===== src/rtl/ex_pkg.sv =====
// Shared constants for the EX/MEM stage: word width, ALU classes, funct codes, multiplier FSM states.
package ex_pkg;
  localparam int WORD_W = 32;

  localparam logic [1:0] ALU_ADD   = 2'b00;
  localparam logic [1:0] ALU_SUB   = 2'b01;
  localparam logic [1:0] ALU_RTYPE = 2'b10;
  localparam logic [1:0] ALU_OR    = 2'b11;

  localparam logic [5:0] FN_ADD  = 6'h20;
  localparam logic [5:0] FN_SUB  = 6'h22;
  localparam logic [5:0] FN_AND  = 6'h24;
  localparam logic [5:0] FN_OR   = 6'h25;
  localparam logic [5:0] FN_SLT  = 6'h2A;
  localparam logic [5:0] FN_MULT = 6'h18;

  typedef enum logic [1:0] {
    ST_IDLE,
    ST_BUSY,
    ST_DONE
  } mul_state_t;
endpackage


===== src/rtl/ex_mem_stage_if.sv =====
// ID/EX operand and control bundle in, registered EX/MEM bundle and upstream stall out.
interface ex_mem_stage_if;
  logic        in_valid;
  logic        flush;
  logic [31:0] nextpc;
  logic [31:0] reg_file_out_data1;
  logic [31:0] reg_file_out_data2;
  logic [31:0] sgn_ext_imm_out;
  logic        reg_write;
  logic        mem_to_reg;
  logic        mem_write;
  logic        mem_read;
  logic        alu_src;
  logic [1:0]  alu_op;
  logic [4:0]  wr_reg;
  logic        stall_out;
  logic        ex_valid;
  logic        ex_reg_write;
  logic        ex_mem_to_reg;
  logic        ex_mem_write;
  logic        ex_mem_read;
  logic [31:0] ex_alu_result;
  logic [31:0] ex_write_data;
  logic [31:0] ex_branch_target;
  logic        ex_zero;
  logic [4:0]  ex_wr_reg;

  modport master (
    output in_valid, flush, nextpc, reg_file_out_data1, reg_file_out_data2, sgn_ext_imm_out,
           reg_write, mem_to_reg, mem_write, mem_read, alu_src, alu_op, wr_reg,
    input  stall_out, ex_valid, ex_reg_write, ex_mem_to_reg, ex_mem_write, ex_mem_read,
           ex_alu_result, ex_write_data, ex_branch_target, ex_zero, ex_wr_reg
  );

  modport slave (
    input  in_valid, flush, nextpc, reg_file_out_data1, reg_file_out_data2, sgn_ext_imm_out,
           reg_write, mem_to_reg, mem_write, mem_read, alu_src, alu_op, wr_reg,
    output stall_out, ex_valid, ex_reg_write, ex_mem_to_reg, ex_mem_write, ex_mem_read,
           ex_alu_result, ex_write_data, ex_branch_target, ex_zero, ex_wr_reg
  );
endinterface


===== src/rtl/ex_mem_stage_mul.sv =====
// seq_mul: 32-step shift-add multiplier keeping the low 32 bits; start is honoured only in IDLE.
// abort (flush) drops any operation in flight back to IDLE without producing a result.
module seq_mul (
  input  logic        clk,
  input  logic        reset,
  input  logic        abort,
  input  logic        start,
  input  logic [31:0] a,
  input  logic [31:0] b,
  output logic        busy,
  output logic        done,
  output logic [31:0] product
);
  import ex_pkg::*;

  mul_state_t        state;
  logic [WORD_W-1:0] mcand;
  logic [WORD_W-1:0] mplier;
  logic [WORD_W-1:0] acc;
  logic [4:0]        count;

  always_ff @(posedge clk) begin
    if (reset) begin
      state  <= ST_IDLE;
      mcand  <= '0;
      mplier <= '0;
      acc    <= '0;
      count  <= '0;
    end else if (abort) begin
      state <= ST_IDLE;
    end else begin
      case (state)
        ST_IDLE: if (start) begin
          state  <= ST_BUSY;
          mcand  <= a;
          mplier <= b;
          acc    <= '0;
          count  <= '0;
        end
        ST_BUSY: begin
          // Bits shifted past bit 31 of mcand cannot reach the kept low word.
          acc    <= acc + (mplier[0] ? mcand : '0);
          mcand  <= mcand << 1;
          mplier <= mplier >> 1;
          count  <= count + 5'd1;
          if (count == 5'd31) state <= ST_DONE;
        end
        default: state <= ST_IDLE;
      endcase
    end
  end

  assign busy    = (state == ST_BUSY);
  assign done    = (state == ST_DONE);
  assign product = acc;
endmodule


===== src/rtl/ex_mem_stage.sv =====
// EX stage: ALU, branch target and EX/MEM register; 1-cycle latency, multiply (EX_MUL_EN) takes 34 edges.
// Stalls upstream through stall_out while a multiply is in flight; bubbles on flush, !in_valid or stall.
module ex_mem_stage (
  input logic           clk,
  input logic           reset,
  ex_mem_stage_if.slave bus
);
  import ex_pkg::*;

  logic [WORD_W-1:0] op_a, op_b, alu_res, result;
  logic [5:0]        funct;
  logic              stall;
  logic              valid_next;
  logic              mul_done;
  logic [WORD_W-1:0] mul_product;

  assign op_a  = bus.reg_file_out_data1;
  assign op_b  = bus.alu_src ? bus.sgn_ext_imm_out : bus.reg_file_out_data2;
  assign funct = bus.sgn_ext_imm_out[5:0];

  always_comb begin
    alu_res = op_a + op_b;
    case (bus.alu_op)
      ALU_SUB: alu_res = op_a - op_b;
      ALU_OR:  alu_res = op_a | op_b;
      ALU_RTYPE: begin
        case (funct)
          FN_SUB:  alu_res = op_a - op_b;
          FN_AND:  alu_res = op_a & op_b;
          FN_OR:   alu_res = op_a | op_b;
          FN_SLT:  alu_res = {{(WORD_W-1){1'b0}}, ($signed(op_a) < $signed(op_b))};
          default: alu_res = op_a + op_b;
        endcase
      end
      default: alu_res = op_a + op_b;
    endcase
  end

`ifdef EX_MUL_EN
  logic is_mult;
  logic mul_busy;

  assign is_mult = (bus.alu_op == ALU_RTYPE) && (funct == FN_MULT);
  assign stall   = bus.in_valid & is_mult & ~mul_done & ~bus.flush;

  seq_mul u_mul (
    .clk     (clk),
    .reset   (reset),
    .abort   (bus.flush),
    .start   (bus.in_valid & is_mult & ~bus.flush & ~mul_busy & ~mul_done),
    .a       (op_a),
    .b       (op_b),
    .busy    (mul_busy),
    .done    (mul_done),
    .product (mul_product)
  );
`else
  assign stall       = 1'b0;
  assign mul_done    = 1'b0;
  assign mul_product = '0;
`endif

  assign bus.stall_out = stall;
  // The DONE cycle retires the multiply even though it is the edge the upstream advances on.
  assign valid_next = ~bus.flush & (mul_done | (bus.in_valid & ~stall));
  assign result     = mul_done ? mul_product : alu_res;

  always_ff @(posedge clk) begin
    if (reset) begin
      bus.ex_valid         <= 1'b0;
      bus.ex_reg_write     <= 1'b0;
      bus.ex_mem_to_reg    <= 1'b0;
      bus.ex_mem_write     <= 1'b0;
      bus.ex_mem_read      <= 1'b0;
      bus.ex_alu_result    <= '0;
      bus.ex_write_data    <= '0;
      bus.ex_branch_target <= '0;
      bus.ex_zero          <= 1'b0;
      bus.ex_wr_reg        <= '0;
    end else begin
      bus.ex_valid         <= valid_next;
      bus.ex_reg_write     <= valid_next & bus.reg_write;
      bus.ex_mem_to_reg    <= valid_next & bus.mem_to_reg;
      bus.ex_mem_write     <= valid_next & bus.mem_write;
      bus.ex_mem_read      <= valid_next & bus.mem_read;
      bus.ex_alu_result    <= result;
      bus.ex_write_data    <= bus.reg_file_out_data2;
      bus.ex_branch_target <= bus.nextpc + {bus.sgn_ext_imm_out[WORD_W-3:0], 2'b00};
      bus.ex_zero          <= (result == '0);
      bus.ex_wr_reg        <= bus.wr_reg;
    end
  end
endmodule


===== src/flat_wrapper.sv =====
// flat-port wrapper written by rule: the top's interface ports become plain ports
module ex_mem_stage_flat import ex_pkg::*;
  (clk, reset, bus_in_valid, bus_flush, bus_nextpc, bus_reg_file_out_data1, bus_reg_file_out_data2, bus_sgn_ext_imm_out, bus_reg_write, bus_mem_to_reg, bus_mem_write, bus_mem_read, bus_alu_src, bus_alu_op, bus_wr_reg, bus_stall_out, bus_ex_valid, bus_ex_reg_write, bus_ex_mem_to_reg, bus_ex_mem_write, bus_ex_mem_read, bus_ex_alu_result, bus_ex_write_data, bus_ex_branch_target, bus_ex_zero, bus_ex_wr_reg);
  ex_mem_stage_if bus_i ();
  input logic clk;
  input logic reset;
  input wire logic [$bits(bus_i.in_valid)-1:0] bus_in_valid;
  input wire logic [$bits(bus_i.flush)-1:0] bus_flush;
  input wire logic [$bits(bus_i.nextpc)-1:0] bus_nextpc;
  input wire logic [$bits(bus_i.reg_file_out_data1)-1:0] bus_reg_file_out_data1;
  input wire logic [$bits(bus_i.reg_file_out_data2)-1:0] bus_reg_file_out_data2;
  input wire logic [$bits(bus_i.sgn_ext_imm_out)-1:0] bus_sgn_ext_imm_out;
  input wire logic [$bits(bus_i.reg_write)-1:0] bus_reg_write;
  input wire logic [$bits(bus_i.mem_to_reg)-1:0] bus_mem_to_reg;
  input wire logic [$bits(bus_i.mem_write)-1:0] bus_mem_write;
  input wire logic [$bits(bus_i.mem_read)-1:0] bus_mem_read;
  input wire logic [$bits(bus_i.alu_src)-1:0] bus_alu_src;
  input wire logic [$bits(bus_i.alu_op)-1:0] bus_alu_op;
  input wire logic [$bits(bus_i.wr_reg)-1:0] bus_wr_reg;
  output wire logic [$bits(bus_i.stall_out)-1:0] bus_stall_out;
  output wire logic [$bits(bus_i.ex_valid)-1:0] bus_ex_valid;
  output wire logic [$bits(bus_i.ex_reg_write)-1:0] bus_ex_reg_write;
  output wire logic [$bits(bus_i.ex_mem_to_reg)-1:0] bus_ex_mem_to_reg;
  output wire logic [$bits(bus_i.ex_mem_write)-1:0] bus_ex_mem_write;
  output wire logic [$bits(bus_i.ex_mem_read)-1:0] bus_ex_mem_read;
  output wire logic [$bits(bus_i.ex_alu_result)-1:0] bus_ex_alu_result;
  output wire logic [$bits(bus_i.ex_write_data)-1:0] bus_ex_write_data;
  output wire logic [$bits(bus_i.ex_branch_target)-1:0] bus_ex_branch_target;
  output wire logic [$bits(bus_i.ex_zero)-1:0] bus_ex_zero;
  output wire logic [$bits(bus_i.ex_wr_reg)-1:0] bus_ex_wr_reg;
  assign bus_i.in_valid = bus_in_valid;
  assign bus_i.flush = bus_flush;
  assign bus_i.nextpc = bus_nextpc;
  assign bus_i.reg_file_out_data1 = bus_reg_file_out_data1;
  assign bus_i.reg_file_out_data2 = bus_reg_file_out_data2;
  assign bus_i.sgn_ext_imm_out = bus_sgn_ext_imm_out;
  assign bus_i.reg_write = bus_reg_write;
  assign bus_i.mem_to_reg = bus_mem_to_reg;
  assign bus_i.mem_write = bus_mem_write;
  assign bus_i.mem_read = bus_mem_read;
  assign bus_i.alu_src = bus_alu_src;
  assign bus_i.alu_op = bus_alu_op;
  assign bus_i.wr_reg = bus_wr_reg;
  assign bus_stall_out = bus_i.stall_out;
  assign bus_ex_valid = bus_i.ex_valid;
  assign bus_ex_reg_write = bus_i.ex_reg_write;
  assign bus_ex_mem_to_reg = bus_i.ex_mem_to_reg;
  assign bus_ex_mem_write = bus_i.ex_mem_write;
  assign bus_ex_mem_read = bus_i.ex_mem_read;
  assign bus_ex_alu_result = bus_i.ex_alu_result;
  assign bus_ex_write_data = bus_i.ex_write_data;
  assign bus_ex_branch_target = bus_i.ex_branch_target;
  assign bus_ex_zero = bus_i.ex_zero;
  assign bus_ex_wr_reg = bus_i.ex_wr_reg;
  ex_mem_stage u_core (.clk(clk), .reset(reset), .bus(bus_i));
endmodule

===== config.mk =====
export PLATFORM = sky130hd
export DESIGN_NAME = ex_mem_stage_flat
export DESIGN_NICKNAME = d
export VERILOG_FILES = /design/src/rtl/ex_pkg.sv /design/src/rtl/ex_mem_stage_if.sv /design/src/rtl/ex_mem_stage_mul.sv /design/src/rtl/ex_mem_stage.sv /design/src/flat_wrapper.sv
export SDC_FILE = /design/constraint.sdc
export NUM_CORES = 1
export LEC_CHECK = 0
export ABC_AREA = 1
export CORE_ASPECT_RATIO = 0.5
export CORE_UTILIZATION = 49
export DETAILED_ROUTE_END_ITERATION = 8
export HOLD_SLACK_MARGIN = 0.12
export PLACE_DENSITY_LB_ADDON = 0.05
export SYNTH_ARGS = -nofsm -noshare
export SYNTH_HDL_FRONTEND = slang
export SYNTH_SLANG_ARGS = --single-unit
export TNS_END_PERCENT = 10

===== constraint.sdc =====
create_clock -name clk -period 4.6 [get_ports clk]
set_input_delay 1.38 -clock clk [delete_from_list [all_inputs] [get_ports clk]]
set_output_delay 1.38 -clock clk [all_outputs]
set_load 0.05 [all_outputs]

==> results of run 1 <==
## kinds of logic after synthesis
family | share of synthesized area
buffers and inverters | 0.148
DFF | 0.178
and+or+nand+nor | 0.358
AOI/OAI and AO/OA | 0.160
other | 0.000312
xor gates and xnor gates | 0.0197
adders and majority gates | 0.136
## worst min-delay path by stage
stage / start / to / slack, ps / depth (start not counted)
5_1_grt: bus_nextpc[1] / u_core.bus.ex_branch_target[1] / 1520 / 3
6_report: bus_nextpc[1] / u_core.bus.ex_branch_target[1] / 1500 / 3
3_5_place_dp: bus_wr_reg[3] / u_core.bus.ex_wr_reg[3] / 1910 / 3
2_1_floorplan: bus_nextpc[0] / u_core.bus.ex_branch_target[0] / 1490 / 2
3_3_place_gp: bus_nextpc[1] / u_core.bus.ex_branch_target[1] / 1900 / 3
4_1_cts: bus_nextpc[1] / u_core.bus.ex_branch_target[1] / 1500 / 3
## cell usage after synthesis, types with 16 or more instances
master	instances
a21oi_1	131
buf_2	17
clkbuf_1	38
dfxtp_1	107
ha_1	126
inv_1	378
nand2_1	629
nand3_1	136
nand4_1	16
nor2_1	219
nor3_1	16
o21ai_0	149
xor2_1	24
## final cells by class
class / instances / share of cell area
Clock buffer: 10 / 0.0141
Multi-Input combinational cell: 1560 / 0.485
Inverter: 386 / 0.0856
Tap cell: 315 / 0.0233
Timing Repair Buffer: 498 / 0.262
Sequential cell: 107 / 0.127
Clock inverter: 6 / 0.00377
## metal layers
| layer | track usage | vias to the layer above | part of all wire |
|---|---|---|---|
| met5 | 0 | - | 0 |
| met4 | 0.0909 | 0 | 0.024 |
| met3 | 0.112 | 115 | 0.15 |
| met2 | 0.595 | 953 | 0.39 |
| met1 | 0.591 | 6859 | 0.44 |
| li1 | - | 7500 | - |
## repair_timing
item	CTS	global route
endpoints found under the setup margin	0	1
hold buffers	0	0
setup buffers	0	1
gates resized for setup	0	37
## cells in the final DEF (no fill, tap or decap), drive strengths merged, types with 9 or more instances in the layout
cell type	netlist	routed
nand3	137	137
buf	29	250
o21bai	11	11
clkbuf	39	10
inv	386	389
clkdlybuf4s50	0	248
dfxtp	107	107
nor3	20	20
xor2	24	24
nor2	233	233
nand2	631	631
ha	126	126
a21oi	132	132
nand4	16	16
o21ai	158	158
o211ai	9	9
## per-stage QoR
stage	hold WS (ps)	setup TNS (ps)	setup slack [ps]	utilization
after floorplan	1490	0	448	-
final	1500	0	190	0.704
after CTS	1500	0	206	0.700
after global placement	1900	-186	-186	0.688
after detailed placement	1910	-185	-185	0.688
after global routing	1520	-42.1	-42.1	0.704
## power breakdown
| part | switching (mW) | internal (mW) | total [mW] |
|---|---|---|---|
| combinational | 1.52 | 0.965 | 2.49 |
| sequential | 0.0252 | 1.01 | 1.04 |
| clock | 0.429 | 0.399 | 0.827 |
==> metrics.yaml, run 1 <==
finalHoldViolCount: 0
seq_area_frac_synth: 0.178
cts-root-buf: "clkbuf_16"
tightest_slew_ps: 945
cp.required_ps: 4930
cts_tree: "built"
top_regs: "u_core.bus.ex_alu_result x32, u_core.bus.ex_branch_target x32, u_core.bus.ex_write_data x32"
dr_total_vias: 15400
cts-htree-levels: 3
cts_sinks: 107
synth_warnings: 0
synth_area_um2: 12000
crit_path_end: "u_core.bus.ex_zero"
die_w_um: 224
synth.top_cells.by_area: "nand2_1 20%, dfxtp_1 18%, ha_1 13%"
dp_cells: 2865
grt_pass1_vias: 14000
clk_pin_slew_ps: 100
synth_edf_count: 0
stdcell_count: 2882
worstSetupPathDepth: 22
grt_usage: 0.408
timing.final.crit_share: 0.959
gp_congestion: 1.07
crit_type: "in2reg"
fill_cells: 2162
cts_buffers: 9
crit_chain: "clkdlybuf4s50_1 -> inv_1 -> nand2_1 -> o21ai_0 -> buf_4 -> ha_2 -> nand2_1 -> nor2_2 -> nand3_1 -> nand3b_1 -> nand3_1 -> nand3_1 -> nand3_1 -> nand3_1 -> nand2_1 -> nand2_1 -> nand2_1 -> nor2_1 -> nand2_1 -> nor2_2 -> nand2_1 -> nor2_2"
grt_first_pass_wirelength_mm: 78.5
drc: 0
dp_hpwl_mm: 42.1
dieArea_um2: 25200
max_clock_freq_mhz: 227
n_antenna_cell: 0
synth_cell_type_count: 49
first_pass_iters: 6
power.density_nw_per_um2: 257
synth.avg_cell_area_um2: 5.67
layout-area-overhead-vs-synth_pct: 40.8
clock_tree.buffer_depth: 2
crit_path_start_kind: "input pin"
synth_seq_cells: 107
grt_start_max_net_pins: 81
drt_iter0_markers: 1834
power.leakage_nw: 9.04
stdcell_area_um2: 16900
antenna_found_initial: 0
relSlewSlack: 0.370
seq_area_um2: 2140
worstPathMaxFanout: 5
syn_nets: 2394
synthDominantCellAreaShare: 0.196
io_buffers: 250
netlist_instances: 2121
crit_top_cell: "nand2_1"
path_delay_family: "simple AND/OR/NAND/NOR gates"
multi_input_area_um2: 8210
slew_viol_final: 0
overflow: 0
power.total_mw: 4.35
maxCapViolations: 0
drive_gt1_frac: 0.130
drt-total-wl_mm: 52.1
ant_nets: 0
cp-startpoint: "bus_sgn_ext_imm_out[10]"
core_area_um2: 24000
cp_slowest_cell: "clkdlybuf4s50_1"
die-height_um: 113
rows: 40
status: "completed"
ys.flop_type: "dfxtp_1"
path_buf_inv: 3
ir_drop_v: 0.000194
async_reset_ff_frac: 0
yosysTopAreaCell: "nand2_1"
initial_core_util: 0.500
worst_setup_path_end_kind: "register"
fin_nets: 2835
routedWlPerCell_um: 18.1
dpl_cell_area_um2: 16500
slowest_delay_ps: 490
period_minus_slack_ps: 4410
setup_viol: 0
worstPathArrival_ps: 4740
pin_count: 252
routed_via_density: 5.35
hold_path.class: "in2reg"
(Power assumes the default switching activity.)
==> run 2: changes to the inputs <==
--- a/config.mk
+++ b/config.mk
@@ -8,6 +8,7 @@
 export ABC_AREA = 1
 export CORE_ASPECT_RATIO = 0.5
 export CORE_UTILIZATION = 49
+export CTS_CLUSTER_DIAMETER = 120
 export DETAILED_ROUTE_END_ITERATION = 8
 export HOLD_SLACK_MARGIN = 0.12
 export PLACE_DENSITY_LB_ADDON = 0.05
==> results of run 2 <==
Final layout, timing and power as in run 1 (identical DEF).
==> RTL change: new RTL, settings of run 2 <==
Build with the macro `EX_MUL_EN` defined.
--- a/src/rtl/ex_mem_stage.sv
+++ b/src/rtl/ex_mem_stage.sv
@@ -2,2 +2,4 @@
 // Stalls upstream through stall_out while a multiply is in flight; bubbles on flush, !in_valid or stall.
+`define EX_MUL_EN
+
 module ex_mem_stage (
Formal check against the unedited RTL: not equivalent (Yosys sat finds a counterexample within 4 cycles, from zero or initial values and one cycle with reset high).
==> RTL change against run 2 <==
Cell count increased by 48%. Area after synthesis increased by 58%. Sequential cell count increased by 103. Cell area increased by 49%. Critical path depth increased by 1. Routed wire length increased by 49%. Core utilization decreased by 3.7 points. Synthesized cell count increased by 51%. Global-route usage decreased by 2.2 points. Non-clock buffer count increased by 121. Worst setup slack got worse by 0.050 ns. Total power increased by 55%. Critical path type unchanged. Critical endpoint unchanged. Largest power group unchanged.
==> RTL change: results (changes against run 2) <==
vias in the first global route=21,500 (+53%); FILL cells=3,529 (+63%); critical path launch point=bus_reg_file_out_data2[21]; area leader, netlist=dfxtp_1; first-pass GRT wire length=118,000 um (+50%); LEAKAGE=13.3 nW (+48%); Synth cell types=55 (+12%); I/O Buffers=251 (+0.40%); layout cell share with drive strength beyond 1=13.2% (+0.19 points); synth top area cells=dfxtp_1 (22%), nand2_1 (18%), ha_1 (11%); Hold Path Class=register to register; gpl congestion=1.08 (+1.4%); WL/cell=18.3 um (+1.0%); Place WS=-0.382 ns (-0.198 ns); initial antenna violation count=4 (+4); Hold Path Origin=u_core.u_mul.product[4]$_SDFFE_PP0P_; met1 Usage GRT=52.1% (-7.0 points); hold path depth=2 (-1); Initial DRC Count=2,393 (+30%); GR Util All Layers=38.6% (-2.2 points); hold slack=0.489 ns (-1.01 ns); net count after synthesis=3,515 (+47%); status=finished clean; crit path max fanout=7 (+2); largest net degree at the start of global routing=130 (+60%); WHS Endpoint=u_core.u_mul.product[4]$_SDFFE_PP0P_; GR Util met2=59.1% (-0.34 points); DR vias=23,000 (+49%); clock tree buffer depth=3 (+1); DR WL met2=32,300 um (+59%); top sig layer=met5; Synth top cells by count=nand2_1 (922), inv_1 (526), a21oi_1 (276); CP peak stage delay=0.46 ns (-0.03 ns); worst setup margin=0.140 ns (-0.0504 ns); VDD IR max=0.275 mV (+42%); DRT met1 WL=33,800 um (+48%)
## RTL change: changes by cell type after synthesis, moves of 47 or more
| cell | before | now |
|---|---|---|
| a21oi_1 | 131 | 276 |
| a31oi_1 | 3 | 53 |
| dfxtp_1 | 107 | 210 |
| inv_1 | 378 | 526 |
| nand2_1 | 629 | 922 |
| nand3_1 | 136 | 183 |
| o21ai_0 | 149 | 225 |
## RTL change: final cells by class
class                   instances  area (um^2)  area share (%)
clock buffers                  27          609            2.42
diodes                          1         2.50         0.00994
flip-flops and latches        210         4200            16.7
repair buffers                619         5370            21.3
well taps                     520          651            2.58
clock inverters                13          224           0.889
inverters                     542         2040            8.09
multi-input cells            2331        12100            48.0
## RTL change: logic make-up after synthesis
| family | Yosys count | synth area share [%] |
|---|---|---|
| compound gates | 672 | 19.6 |
| xor+xnor | 11 | 0.508 |
| fa+ha+maj | 164 | 11.0 |
| buf+inv | 666 | 14.2 |
| flops | 210 | 22.2 |
| simple gates | 1484 | 32.5 |
## RTL change: where the power goes
group | switching [W] | internal [W] | total, W
registers | 0.0000239 | 0.00190 | 0.00192
logic | 0.00167 | 0.00106 | 0.00274
clock network | 0.000876 | 0.00119 | 0.00207
total | 0.00257 | 0.00416 | 0.00673
## RTL change: worst max-delay path, delay by kind of cell
kind                     cells  cell delay [ns]
AND/OR/NAND/NOR             17             1.86
AO/OA/AOI/OAI                1             0.39
buffers and inverters        4             0.94
adder cells (fa/ha/maj)      1             0.35
## RTL change: per-stage QoR
stage,power [W],area [um^2],std cells
2_1_floorplan,0.00343,19000,3207
3_3_place_gp,0.00461,24300,4222
3_5_place_dp,0.00462,24300,4222
4_1_cts,0.00667,25200,4262
5_1_grt,0.00702,25200,4262
6_report,0.00673,25200,4263
